**src/rtl/imem_boot_ctrl.sv**
```systemverilog
// imem_boot_ctrl
//   Boot sequencer for the risc_v core. It streams a program from an external
//   loader into instruction memory over a valid/ready handshake while holding
//   the core in reset. After the last word it waits RST_HOLD cycles and then
//   releases the core. A new load may be started from RUN, which puts the
//   core back into reset.
//
// Ports
//   clk_i            system clock, rising edge
//   rst_i            synchronous active-high reset
//   load_start_i     pulse: start a program load at word 0
//   load_valid_i     load_data_i / load_last_i valid this cycle
//   load_data_i      instruction word
//   load_last_i      final word of the program
//   load_ready_o     controller accepts a beat this cycle (high in LOAD)
//   imem_wr_en_o     imem write strobe, one cycle per accepted beat
//   imem_wr_addr_o   imem word address
//   imem_data_in_o   imem write data
//   core_rst_o       core reset, active-high
//   boot_done_o      high while the core runs a loaded program
//   word_count_o     words written in the current/last load (saturates at DEPTH)
//   err_overflow_o   sticky: imem filled before load_last was seen
//
// state | meaning
// ------+----------------------------------------------------------
// IDLE  | after reset; core held in reset, waiting for load_start
// LOAD  | accepting beats and writing them to imem
// HOLD  | last word written; core reset held for RST_HOLD cycles
// RUN   | core released; load_start begins a reload

module imem_boot_ctrl #(
    parameter int ADDR_W   = 8,
    parameter int RST_HOLD = 4
) (
    input  logic              clk_i,
    input  logic              rst_i,
    input  logic              load_start_i,
    input  logic              load_valid_i,
    input  logic [31:0]       load_data_i,
    input  logic              load_last_i,
    output logic              load_ready_o,
    output logic              imem_wr_en_o,
    output logic [ADDR_W-1:0] imem_wr_addr_o,
    output logic [31:0]       imem_data_in_o,
    output logic              core_rst_o,
    output logic              boot_done_o,
    output logic [ADDR_W:0]   word_count_o,
    output logic              err_overflow_o
);

    localparam int                HOLD_W    = $clog2(RST_HOLD + 1);
    localparam logic [HOLD_W-1:0] HOLD_INIT = HOLD_W'(RST_HOLD);
    localparam logic [ADDR_W:0]   WC_MAX    = {1'b1, {ADDR_W{1'b0}}};

    typedef enum logic [1:0] {
        S_IDLE = 2'd0,
        S_LOAD = 2'd1,
        S_HOLD = 2'd2,
        S_RUN  = 2'd3
    } state_t;

    state_t              state_q, state_d;
    logic [ADDR_W-1:0]   addr_q;
    logic [ADDR_W:0]     word_count_q;
    logic                err_overflow_q;
    logic [HOLD_W-1:0]   hold_cnt_q;
    logic                wr_en_q;
    logic [ADDR_W-1:0]   wr_addr_q;
    logic [31:0]         wr_data_q;

    logic accept;
    logic at_top;
    logic start_load;
    logic enter_hold;

    assign accept     = load_valid_i & (state_q == S_LOAD);
    assign at_top     = (addr_q == {ADDR_W{1'b1}});
    // load_start only matters where a load may begin; LOAD and HOLD ignore it
    assign start_load = load_start_i & ((state_q == S_IDLE) | (state_q == S_RUN));
    // a full imem ends the load just like load_last, so addr never wraps
    assign enter_hold = accept & (load_last_i | at_top);

    // state register
    always_ff @(posedge clk_i) begin
        if (rst_i) begin
            state_q <= S_IDLE;
        end else begin
            state_q <= state_d;
        end
    end

    // next-state logic
    always_comb begin
        state_d = state_q;
        case (state_q)
            S_IDLE:  if (start_load) state_d = S_LOAD;
            S_LOAD:  if (enter_hold) state_d = S_HOLD;
            S_HOLD:  if (hold_cnt_q == HOLD_W'(1)) state_d = S_RUN;
            S_RUN:   if (start_load) state_d = S_LOAD;
            default: state_d = S_IDLE;
        endcase
    end

    // Moore outputs
    always_comb begin
        load_ready_o = (state_q == S_LOAD);
        core_rst_o   = (state_q != S_RUN);
        boot_done_o  = (state_q == S_RUN);
    end

    // datapath: address/count bookkeeping, hold timer, registered imem port
    always_ff @(posedge clk_i) begin
        if (rst_i) begin
            addr_q         <= '0;
            word_count_q   <= '0;
            err_overflow_q <= 1'b0;
            hold_cnt_q     <= '0;
            wr_en_q        <= 1'b0;
            wr_addr_q      <= '0;
            wr_data_q      <= '0;
        end else begin
            wr_en_q <= accept;
            if (start_load) begin
                addr_q         <= '0;
                word_count_q   <= '0;
                err_overflow_q <= 1'b0;
            end
            if (accept) begin
                wr_addr_q <= addr_q;
                wr_data_q <= load_data_i;
                if (!at_top) begin
                    addr_q <= addr_q + ADDR_W'(1);
                end
                if (word_count_q != WC_MAX) begin
                    word_count_q <= word_count_q + (ADDR_W+1)'(1);
                end
                if (at_top && !load_last_i) begin
                    err_overflow_q <= 1'b1;
                end
            end
            // timer counts the HOLD cycles; the exit is taken when it reads 1
            if (enter_hold) begin
                hold_cnt_q <= HOLD_INIT;
            end else if (state_q == S_HOLD) begin
                hold_cnt_q <= hold_cnt_q - HOLD_W'(1);
            end
        end
    end

    assign imem_wr_en_o   = wr_en_q;
    assign imem_wr_addr_o = wr_addr_q;
    assign imem_data_in_o = wr_data_q;
    assign word_count_o   = word_count_q;
    assign err_overflow_o = err_overflow_q;

endmodule
```
**config.mk**
```make
export PLATFORM = sky130hd
export DESIGN_NAME = imem_boot_ctrl
export DESIGN_NICKNAME = d
export VERILOG_FILES = /design/src/rtl/imem_boot_ctrl.sv
export SDC_FILE = /design/constraint.sdc
export NUM_CORES = 1
export LEC_CHECK = 0
export ABC_AREA = 1
export CELL_PAD_IN_SITES_DETAIL_PLACEMENT = 0
export CELL_PAD_IN_SITES_GLOBAL_PLACEMENT = 1
export CORE_ASPECT_RATIO = 1.4
export CORE_MARGIN = 2
export CORE_UTILIZATION = 32
export CTS_CLUSTER_DIAMETER = 40
export DETAILED_ROUTE_END_ITERATION = 10
export GPL_TIMING_DRIVEN = 0
export HOLD_SLACK_MARGIN = 0.15
export PLACE_DENSITY_LB_ADDON = 0.08
export SLEW_MARGIN = 15
export SYNTH_ARGS = -nofsm -noshare
export SYNTH_HDL_FRONTEND = slang
export SYNTH_SLANG_ARGS = --single-unit
```
**constraint.sdc**
```tcl
create_clock -name clk_i -period 1.64 [get_ports clk_i]
set_input_delay 0.328 -clock clk_i [delete_from_list [all_inputs] [get_ports clk_i]]
set_output_delay 0.328 -clock clk_i [all_outputs]
set_load 0.03 [all_outputs]
```
Word-level counts from Yosys, hierarchy flattened
Index checks and enable logic that the tools add are counted.
Widths: inputs -> output; s select.
{ "classes": {"muxes": 15, "n_eq_ne": 10, "n_bitwise": 5, "add_sub_neg": 3, "reduce_logical": 7} }
{ "op_table": {"columns": ["op", "count"], "rows": [
  ["$mux 9", 3],
  ["$mux 8", 3],
  ["$add 9x1->9 const B", 1],
  ["$ne 9x9->1 const B", 1],
  ["$add 8x1->8 const B", 1],
  ["$eq 8x8->1 const B", 1],
  ["$mux 2", 3],
  ["$mux 3", 2],
  ["$pmux 2 s3", 1],
  ["$eq 2x2->1 const B", 2],
  ["$ne 2x1->1 const B", 2],
  ["$ne 2x2->1 const B", 2],
  ["$reduce_or 2->1", 2],
  ["$and 1x1->1", 3],
  ["$eq 3x1->1 const B", 1],
  ["$mux 1", 3],
  ["$reduce_and 3->1", 1],
  ["$sub 3x1->3 const B", 1],
  ["$eq 2x1->1 const B", 1],
  ["$logic_not 2->1", 1],
  ["$or 1x1->1", 2],
  ["$reduce_bool 2->1", 1],
  ["$logic_and 1x1->1", 1],
  ["$logic_not 1->1", 1]
]} }
{ "word_totals": {"wordCells": 49, "output_inout_bits": 54, "ff_bits": 64, "in_bits": 37} }

Logic depth before layout (Yosys ltp)
Gate-level depths: netlist of run 1.
{ "logic_depth": {"word_depth": 6, "ltp_mapped": 10, "depth_no_buf": 10} }

Worst setup path before layout of run 1
Ideal clock, no wire load.
{ "synth_timing": {"path_kind": "register to register", "startpoint": "register state_q[0]", "endpoint": "register addr_q[7]", "period_less_slack_ps": 1588, "path_buffers": 1, "path_stages_with_launch": 8, "required_ps": 1526, "setup_ps": 114, "path_slack_ps": 52, "arrival_ps": 1474, "path_cell_list": "dfxtp_1 > ha_1 > nand2_4 > inv_8 > buf_8 > nand3_1 > a21oi_1 > nor2_1"} }
{ "synth_between": {"elab_cells_between_ends": 9, "cone_classes": "eq/ne (2); mux (3); bitwise (3); reduce/logical (1)"} }
{ "synth_lines": {"columns": ["item", "line", "rtl"], "rows": [
  ["from (decl)", "62", "state_t state_q, state_d;"],
  ["from (signal assigned)", "88", "state_q <= state_d;"],
  ["$eq 2x1->1", null, null],
  ["via load_ready_o", "41", "output logic load_ready_o,"],
  ["$and 1x1->1", "76", "assign accept = load_valid_i & (state_q == S_LOAD);"],
  ["$mux 8", "128", "if (accept) begin"],
  ["to (signal assigned)", "132", "addr_q <= addr_q + ADDR_W'(1);"],
  ["to (decl)", "63", "logic [ADDR_W-1:0] addr_q;"]
]} }
The timed path passes the listed nets, and every way through them passes these cells.
A chain may end at the register's enable or synchronous reset.

Final worst setup path of run 1
{ "layout_timing": {"startpoint": "register state_q[1]", "endpoint": "output port load_ready_o"} }
{ "layout_between": {"elab_chain_len": 1} }
{ "layout_rtl": {"columns": ["item", "line", "rtl"], "rows": [
  ["$eq 2x1->1", "106", "load_ready_o = (state_q == S_LOAD);"],
  ["to (decl)", "41", null]
]} }
Every way passes these cells.

==> results by group, run 1 <==
Placed design
  – Post-Place Cell Area: 3852 µm²
  – Port-buffer cells: 90
  – RD Place Congestion: 0.7461
  – Post-DP HPWL: 5629 µm

STA
  – Worst-margin pin slew: 0.5941 ns
  – Setup violators final: 0
  – Final Hold Viols: 0
  – RSZ-0062 raised after global routing: false
  – Clock Skew: 0.009038 ns
  – Crit path time final: 1.541 ns
  – Slew Limit Fails: 0
  – Tcrit/Tclk final: 93.96%
  – F_max: 649.0 MHz
  – Sum of negative setup slack: 0 ns
  – Slew headroom: 60.39%

Global route
  – Vias in the first global route: 2554
  – Pin count of the biggest net entering global routing: 11
  – Global-route wire length before repair: 12830 µm
  – GRT Util Overall: 16.99%
  – Overflow after GRT: 0
  – Initial antenna violation count: 0

Finish
  – Share of layout cells above drive strength 1: 11.37%
  – Final nets: 517
  – # diodes: 0
  – Area Growth Syn to Fin: 44.77%
  – Cell area after layout: 4083 µm²

Power and ir drop
  – Clock power frac: 30.0%
  – P_sw: 2.143 mW
  – Sw frac: 36.82%
  – Logic pwr share: 35.9%
  – Max VDD drop: 668.7 µV
  – Pwr/cell area: 1426 nW/µm²
  – Internal: 3.678 mW
  – Leakage: 1.814 nW
  – Seq pwr share: 34.2%
  – Total chip power: 5.821 mW

Worst setup path
  – Crit path required time: 1.31 ns
  – Crit path arrival time: 1.21 ns
  – Crit end category: output pin
  – Setup crit start kind: flip-flop
  – Reg2reg start: state_q[1]
  – Worst reg-to-reg setup slack: 0.16 ns
  – R2r endpoint: imem_wr_addr_o[7]
  – CP max FO: 4
  – R2R cell count: 8
  – Crit Path Category: flip-flop to output pin

Clock network
  – Clock sinks: 64
  – H-Tree Depth: 3
  – Clock tree buffer depth: 2
  – Root buf cell: clkbuf_16
  – Clk_lat worst skew: 0.33 ns
  – CTS tree: built
  – Clock buffer count from CTS: 9
  – Post-CTS Hold Buffers: 0
  – Clock Pin Slew Worst Setup and Hold Paths: 0.05 ns

Hold path
  – Hold_sp: hold_cnt_q[1]
  – Hold crit path type: flip-flop to flip-flop
  – Hold EP: hold_cnt_q[1]
  – Hold path cells: 2

Route
  – Final ANT Viol Nets: 0
  – DRT iter0 DRCs: 92
  – Router iterations before antenna repair: 4
  – Total Routed Length: 7798 µm
  – Routed vias/inst: 4.616
  – DRC viols: 0
  – Via count: 2677
  – WL/cell: 13.44 µm

Synth
  – Synth area leader: dfxtp_1
  – Synth area leaders: dfxtp_1 45%, nor2_1 12%, o21ai_0 8.7%
  – Flops & latches, synth: 64
  – Syn Nets: 416
  – YS warnings: 0
  – Netlist Area Pre-Place: 2820 µm²
  – Area share of the largest cell type after synthesis: 45.43%
  – Syn avg cell area: 7.622 µm²
  – Sequential element share of the synthesized area: 45.43%
  – Synth unique cells: 27
  – Syn Inst Count: 370

Die
  – Total die area: 9590 µm²
  – Die height: 115.1 µm
  – Io pins: 91
  – Rows: 40
  – Initial Utilization: 32.95%
  – Die X: 83.34 µm
  – Core Area: 8558 µm²

Outcome
  – Outcome: finished, final reports clean

Job
  – Max cap viols: 0
-- cell usage after synthesis, drive strengths merged --
library cell	instances
buf	10
nor3	1
clkbuf	8
a211oi	2
nor2	96
a21oi	24
nand2	49
dfxtp	64
or2	1
ha	9
xor2	4
a21o	1
nand3	18
nand4	6
o21ai	49
inv	28
-- placed cells by master, fill, tap and decap left out, types with 2 or more instances in the layout --
master           instances
nor2_1                  92
dlygate4sd2_1           50
o21ai_0                 49
clkbuf_8                 2
nand3_1                 18
inv_1                   26
nor2_2                   2
dfxtp_1                 63
clkbuf_16                9
clkbuf_4                 2
nand2_2                  5
ha_1                     8
clkbuf_1                 5
clkinv_2                 2
buf_6                    4
clkdlybuf4s15_2          2
nand4_1                  6
clkbuf_2                 4
xor2_1                   4
nand2_1                 38
nor2_4                   2
a21oi_1                 22
buf_4                    3
clkdlybuf4s50_1         36
nand2_4                  6
a21oi_2                  2
-- state kept, by name (all words and copies together) (netlist names) --
register	cells
addr_q	8
err_overflow_o	1
hold_cnt_q	3
imem_data_in_o	32
imem_wr_addr_o	8
imem_wr_en_o	1
state_q	2
word_count_o	9
-- final cells by class --
| cell class | instances | area [µm²] |
|---|---|---|
| Inverter | 28 | 112.6 |
| Multi-Input combinational cell | 260 | 1311 |
| Sequential cell | 64 | 1282 |
| Timing Repair Buffer | 90 | 838.3 |
| Clock inverter | 3 | 17.52 |
| Buffer | 18 | 132.6 |
| Tap cell | 105 | 131.4 |
| Fill cell | 877 | 4476 |
| Clock buffer | 12 | 256.5 |
-- per-layer routing --
layer  up-vias  GRT usage (%)  part of all wire, %
li1       1394              -                    -
met1      1212          20.09                   45
met2        65          29.25                   49
met3         6          4.523                  5.1
met4         0          7.104                  1.1
met5         -              0                    0
-- per-stage QoR --
step | util, % | cells | setup slack, ns | hold WS (ns)
finish | 47.70 | 580 | 0.09908 | 0.4579
global route | 47.70 | 580 | 0.002000 | 0.4906
CTS | 47.54 | 580 | 0.01257 | 0.4602
detailed placement | 45.01 | 565 | -0.3260 | 0.4526
global placement | 45.01 | 565 | -0.3121 | 0.4476
floorplan | - | 370 | 0.05186 | 0.3904
-- worst max-delay path by stage --
stage / startpoint / end / slack (ns) / depth (start not counted)
2_1_floorplan: state_q[0] / addr_q[7] / 0.05 / 7
3_3_place_gp: rst_i / imem_data_in_o[30] / -0.31 / 6
3_5_place_dp: rst_i / imem_wr_addr_o[0] / -0.33 / 6
4_1_cts: rst_i / imem_data_in_o[30] / 0.01 / 6
5_1_grt: rst_i / imem_wr_addr_o[0] / 0.002 / 6
6_report: state_q[1] / load_ready_o / 0.1 / 3
-- power groups by stage --
stage / sequential (mW) / clock, mW / combinational, mW
after floorplan: 2.45 / 0 / 0.991
after CTS: 1.99 / 1.80 / 2.12
final: 1.99 / 1.75 / 2.09
after detailed placement: 2.03 / 0 / 2.25
after global placement: 2.02 / 0 / 2.24
after global routing: 2.03 / 1.88 / 2.29
-- what timing repair did --
action / in CTS / in global routing
setup buffers: 0 / 0
endpoints found under the setup margin: 63 / 20
gates resized for setup: 65 / 9
-- logic make-up after synthesis --
group	count (synthesis)	synth area share (%)
compound gates	76	14.20
xor+xnor	4	1.242
fa+ha+maj	9	3.993
buf+inv	46	8.251
flops	64	45.43
simple gates	171	26.89
-- worst max-delay path: stages (launching register included) --
cell and delay, ns:
dfxtp_1 0.34, inv_1 0.09, ha_2 0.24, buf_2 0.22
Power figures use the tool's default switching activity.
==> inputs of run 2 (changes only) <==
TNS_END_PERCENT = 1   (was default)
==> run 2 against run 1 <==
  * Cell count did not move
  * Register-to-register slack barely moved
  * Core utilization did not move
  * Power barely moved
  * Worst hold slack did not move
  * Clock skew did not move
  * Count of clock-buffer cells in the layout did not move
  * Design area did not move
  * Combinational power barely moved
==> results by group, run 2 (synthesis results as in run 1) <==
Outcome
  – Outcome: finished, final reports clean

Worst setup path
  – Crit path cell chain: inv_1, ha_2, clkbuf_2
  – CP max stage cell: dfxtp_1
  – Crit path buffers/inverters: 2
  – Crit path required time: 1.31 ns
  – Crit Path Category: flip-flop to output pin
  – Crit-path max cell delay: 0.34 ns
  – CP max FO: 4
  – Cell family with most CP delay: flip-flops
  – Crit path arrival time: 1.22 ns
  – R2R cell count: 8
  – Reg2reg start: state_q[1]
  – CP Launch Point: state_q[1]
  – Worst reg-to-reg setup slack: 0.16 ns
  – R2r endpoint: imem_wr_addr_o[7]
  – Setup crit start kind: flip-flop
  – Crit end category: output pin

STA
  – Slew headroom: 60.39%
  – Worst-margin pin slew: 0.5941 ns
  – Crit path time final: 1.550 ns
  – Clock Skew: 0.009038 ns
  – RSZ-0062 raised after global routing: false
  – Slew Limit Fails: 0
  – Setup violators final: 0
  – Final Hold Viols: 0
  – F_max: 645.0 MHz
  – Tcrit/Tclk final: 94.54%
  – Sum of negative setup slack: 0 ns

Global route
  – GRT Util Overall: 16.99%
  – Overflow after GRT: 0
  – Global-route wire length before repair: 12830 µm
  – Vias in the first global route: 2554
  – Initial antenna violation count: 0
  – Pin count of the biggest net entering global routing: 11

Power and ir drop
  – Internal: 3.678 mW
  – Leakage: 1.814 nW
  – Clock power frac: 30.0%
  – Max VDD drop: 668.7 µV
  – Sw frac: 36.82%
  – Pwr/cell area: 1426 nW/µm²
  – P_sw: 2.143 mW
  – Logic pwr share: 35.9%
  – Seq pwr share: 34.2%

Route
  – Via count: 2677
  – DRC viols: 0
  – Final ANT Viol Nets: 0
  – DRT iter0 DRCs: 92
  – Router iterations before antenna repair: 4
  – WL/cell: 13.44 µm
  – Total Routed Length: 7797 µm
  – Routed vias/inst: 4.616

Finish
  – Max reg flops: 32
  – Most common cell after layout, fill and taps aside: nor2_1
  – # diodes: 0
  – Final Core Density: 47.70%
  – Share of layout cells above drive strength 1: 11.37%
  – Fillers: 877
  – Non-Filler Instances: 580
  – Commonest cells after routing, fill and taps aside: 92 x nor2_1, 63 x dfxtp_1, 50 x dlygate4sd2_1, 49 x o21ai_0, 38 x nand2_1
  – Area Growth Syn to Fin: 44.77%
  – Cell area after layout: 4083 µm²
  – Final nets: 517

Placed design
  – Port-buffer cells: 90
  – Placed cell count: 565
  – Post-DP HPWL: 5629 µm
  – RD Place Congestion: 0.7461
  – Post-Place Cell Area: 3852 µm²

Clock network
  – Clock Pin Slew Worst Setup and Hold Paths: 0.05 ns
  – Clk_lat worst skew: 0.33 ns
  – Clock tree buffer depth: 2
  – Setup repair bufs after CTS: 0
  – CTS tree: built
  – Clock buffer count from CTS: 9
  – Clock sinks: 64
  – H-Tree Depth: 3
  – Root buf cell: clkbuf_16

Die
  – Die height: 115.1 µm
  – Initial Utilization: 32.95%
  – Rows: 40
  – Core Area: 8558 µm²
  – Io pins: 91
  – Total die area: 9590 µm²
  – Die X: 83.34 µm

Hold path
  – Hold crit path type: flip-flop to flip-flop
  – Hold path cells: 2
  – Hold EP: hold_cnt_q[1]
  – Hold_sp: hold_cnt_q[1]

Job
  – Max cap viols: 0
[run 2: changes by cell type in the layout (fill, tap and decap cells not counted)]
cell	before	now
buf_2	1	0
clkbuf_2	4	5
[run 2: worst max path at each step]
stage / endpoint / cells after the start / slack (ns)
after floorplan: addr_q[7] / 7 / 0.05
after global placement: imem_data_in_o[30] / 6 / -0.31
after detailed placement: imem_wr_addr_o[0] / 6 / -0.33
after CTS: load_ready_o / 2 / -0.17
after global routing: imem_wr_addr_o[0] / 6 / 0.002
final: load_ready_o / 3 / 0.09
[run 2: per-layer routing]
metal	share of wire (%)	global-route usage [%]	wire [µm]	vias up
li1	-	-	-	1394
met1	45	20.09	3514	1212
met2	49	29.25	3797	65
met3	5.1	4.523	397	6
met4	1.1	7.104	87	0
met5	0	0	0	-
[run 2: per-stage QoR]
stage	hold WS (ns)	power, mW	setup slack [ns]
CTS	0.4602	5.903	-0.1654
floorplan	0.3904	3.437	0.05186
global placement	0.4476	4.257	-0.3121
global route	0.4906	6.197	0.002000
finish	0.4579	5.821	0.08961
detailed placement	0.4526	4.284	-0.3260
[run 2: timing repair]
item	CTS	global route
hold buffers	0	0
resized for setup	60	13
endpoints found under the setup margin	63	47
pin swaps	0	0
[run 2: worst min-delay path, cell delays in order, from the launching register on]
cell and delay, ns:
dfxtp_1 0.31, nand2_1 0.06, a21oi_1 0.05
[run 2: cell type report]
type | instances | area, µm² | share of cell area, %
Buffer | 18 | 132.6 | 3.249
Clock buffer | 12 | 256.5 | 6.283
Clock inverter | 3 | 17.52 | 0.4291
Inverter | 28 | 112.6 | 2.758
Multi-Input combinational cell | 260 | 1311 | 32.12
Sequential cell | 64 | 1282 | 31.41
Tap cell | 105 | 131.4 | 3.218
Timing Repair Buffer | 90 | 838.3 | 20.53
[run 2: power by group through the flow]
stage          combinational (mW)  sequential, mW  clock (mW)
5_1_grt                      2.30            2.03        1.88
3_3_place_gp                 2.24            2.02           0
3_5_place_dp                 2.25            2.03           0
4_1_cts                      2.12            1.99        1.80
2_1_floorplan               0.991            2.45           0
6_report                     2.09            1.99        1.75
==> inputs of run 3 (changes only) <==
CORE_UTILIZATION = 34   (was 32)
CTS_BUF_LIST = sky130_fd_sc_hd__clkbuf_2   (was default)
PLACE_DENSITY = 0.86   (was default)
PLACE_DENSITY_LB_ADDON = default   (was 0.08)
==> run 3 against run 2 <==
  * Sequential share of layout area grew 2.1 points
  * Sequential cell count did not move
  * Combinational power barely moved
  * Core utilization increased by 0.056 points
  * Non-clock buffer count unchanged
  * Critical path type unchanged
  * Critical endpoint is now core_rst_o
  * Largest cell class unchanged
  * Highest routed layer unchanged
==> results by group, run 3 (synthesis results as in run 1) <==
Worst setup path
  – Crit path required time: 1.31 ns
  – CP max FO: 5
  – Crit end category: output pin
  – Crit path arrival time: 1.28 ns
  – Crit Path Category: flip-flop to output pin
  – R2R cell count: 6
  – Setup crit start kind: flip-flop
  – R2r endpoint: word_count_o[0]
  – Reg2reg start: state_q[0]
  – Worst reg-to-reg setup slack: 0.14 ns

Die
  – Die height: 111.8 µm
  – Total die area: 9049 µm²
  – Core Area: 8100 µm²
  – Rows: 39
  – Die X: 80.97 µm
  – Io pins: 91
  – Initial Utilization: 34.82%

Placed design
  – Port-buffer cells: 90
  – Worst slack, placed: -0.3265 ns
  – RD Place Congestion: 0.8219
  – Post-DP HPWL: 5300 µm

Route
  – Final ANT Viol Nets: 0
  – DRC viols: 0
  – WL/cell: 12.45 µm
  – Router iterations before antenna repair: 4
  – Total Routed Length: 7197 µm
  – Via count: 2704
  – DRT iter0 DRCs: 149
  – Routed vias/inst: 4.678

Global route
  – Met3 GRT Util: 5.267%
  – Overflow after GRT: 0
  – GRT Max-Usage Layer: met2
  – Met2 usage in global routing: 29.64%
  – Global-route wire length before repair: 12200 µm
  – Vias in the first global route: 2640
  – Pin count of the biggest net entering global routing: 12
  – GRT met1 Usage: 19.47%
  – Initial antenna violation count: 0
  – GRT Util Overall: 17.23%

Hold path
  – Hold_sp: load_data_i[7]
  – Hold EP: imem_data_in_o[7]
  – Hold path cells: 3
  – Hold crit path type: input pin to flip-flop

Finish
  – Commonest cells after routing, fill and taps aside: 92 x nor2_1, 56 x dfxtp_1, 49 x o21ai_0, 41 x clkbuf_2, 38 x nand2_1
  – Area of the multi-input gates: 1324 µm²
  – Final Core Density: 47.76%
  – Max reg flops: 32
  – Area Growth Syn to Fin: 37.18%
  – # diodes: 0
  – Final nets: 517
  – Fillers: 868
  – Share of layout cells above drive strength 1: 22.06%
  – Register area: 1296 µm²
  – Most common cell after layout, fill and taps aside: nor2_1

Power and ir drop
  – Total chip power: 5.162 mW
  – Max VDD drop: 608.5 µV
  – Leakage: 1.557 nW
  – Pwr/cell area: 1334 nW/µm²

STA
  – Slew headroom: 61.32%
  – Final worst slack: 0.02950 ns
  – RSZ-0062 raised after global routing: true
  – Final Hold Viols: 0
  – Worst-margin pin slew: 0.5803 ns
  – Clock Skew: 0.02176 ns
  – Slew Limit Fails: 0
  – Tcrit/Tclk final: 98.20%
  – Setup violators final: 0
  – Crit path time final: 1.611 ns
  – F_max: 620.9 MHz
  – Min Hold Slack: 0.4012 ns

Clock network
  – Clock Pin Slew Worst Setup and Hold Paths: 0.19 ns
  – Root buf cell: clkbuf_2
  – H-Tree Depth: 3
  – Clock sinks: 64
  – Clock buffer count from CTS: 9
  – CTS tree: built
  – Clock tree buffer depth: 2
  – Clk_lat worst skew: 0.52 ns

Outcome
  – Outcome: finished, final reports clean

Job
  – Max cap viols: 0
run 3: cell types whose count changed in the layout (fill, tap and decap cells not counted), moves of 3 or more:
cell,before,now
dlygate4sd2_1,50,0
dfxtp_2,1,6
clkbuf_1,5,8
clkinv_1,0,3
dfxtp_1,63,56
clkbuf_2,5,41
clkbuf_16,9,0
clkdlybuf4s15_2,2,13
clkdlybuf4s15_1,0,5
buf_2,0,3
run 3: how the worst max path moves through the flow:
stage / start / to / slack (ns) / cells after the start
2_1_floorplan: state_q[0] / addr_q[7] / 0.05 / 7
3_3_place_gp: rst_i / imem_wr_addr_o[1] / -0.31 / 6
3_5_place_dp: rst_i / imem_data_in_o[30] / -0.33 / 6
4_1_cts: state_q[1] / load_ready_o / -0.09 / 3
5_1_grt: state_q[0] / core_rst_o / -0.05 / 3
6_report: state_q[0] / core_rst_o / 0.03 / 3
run 3: layout make-up:
| class | instances | share of cell area [%] |
|---|---|---|
| Tap cell | 102 | 3.299 |
| Timing Repair Buffer | 90 | 19.44 |
| Clock buffer | 9 | 1.164 |
| Sequential cell | 64 | 33.51 |
| Buffer | 18 | 3.169 |
| Multi-Input combinational cell | 260 | 34.22 |
| Clock inverter | 7 | 2.232 |
| Inverter | 28 | 2.975 |
run 3: power by group:
| group | total [mW] | switching, mW | internal (mW) | leakage [nW] |
|---|---|---|---|---|
| Combinational | 2.06 | 1.31 | 0.744 | 0.961 |
| Sequential | 2.02 | 0.178 | 1.85 | 0.525 |
| Clock | 1.08 | 0.591 | 0.488 | 0.0706 |
run 3: what timing repair did:
action,in CTS,in global routing
resized for setup,123,66
setup endpoints to repair,55,47
buffers inserted,0,0
endpoints found under the hold margin,0,0
hold buffers,0,0
run 3: stage by stage:
stage	instance area (µm²)	std cells	TNS (ns)
after floorplan	2820	370	0
after global placement	3849	562	-8.193
after detailed placement	3849	562	-10.17
after CTS	3976	578	-0.1203
after global routing	3869	578	-0.1523
final	3869	578	0
run 3: critical path, cell delays in order (launching register included):
cell and delay (ns):
dfxtp_4 0.42, ha_2 0.19, inv_2 0.03, buf_6 0.12
run 3: routing by layer:
metal	up-vias	wire length (µm)
met3	15	371
met5	-	0
met1	1216	2958
met2	72	3686
li1	1401	-
met4	0	180
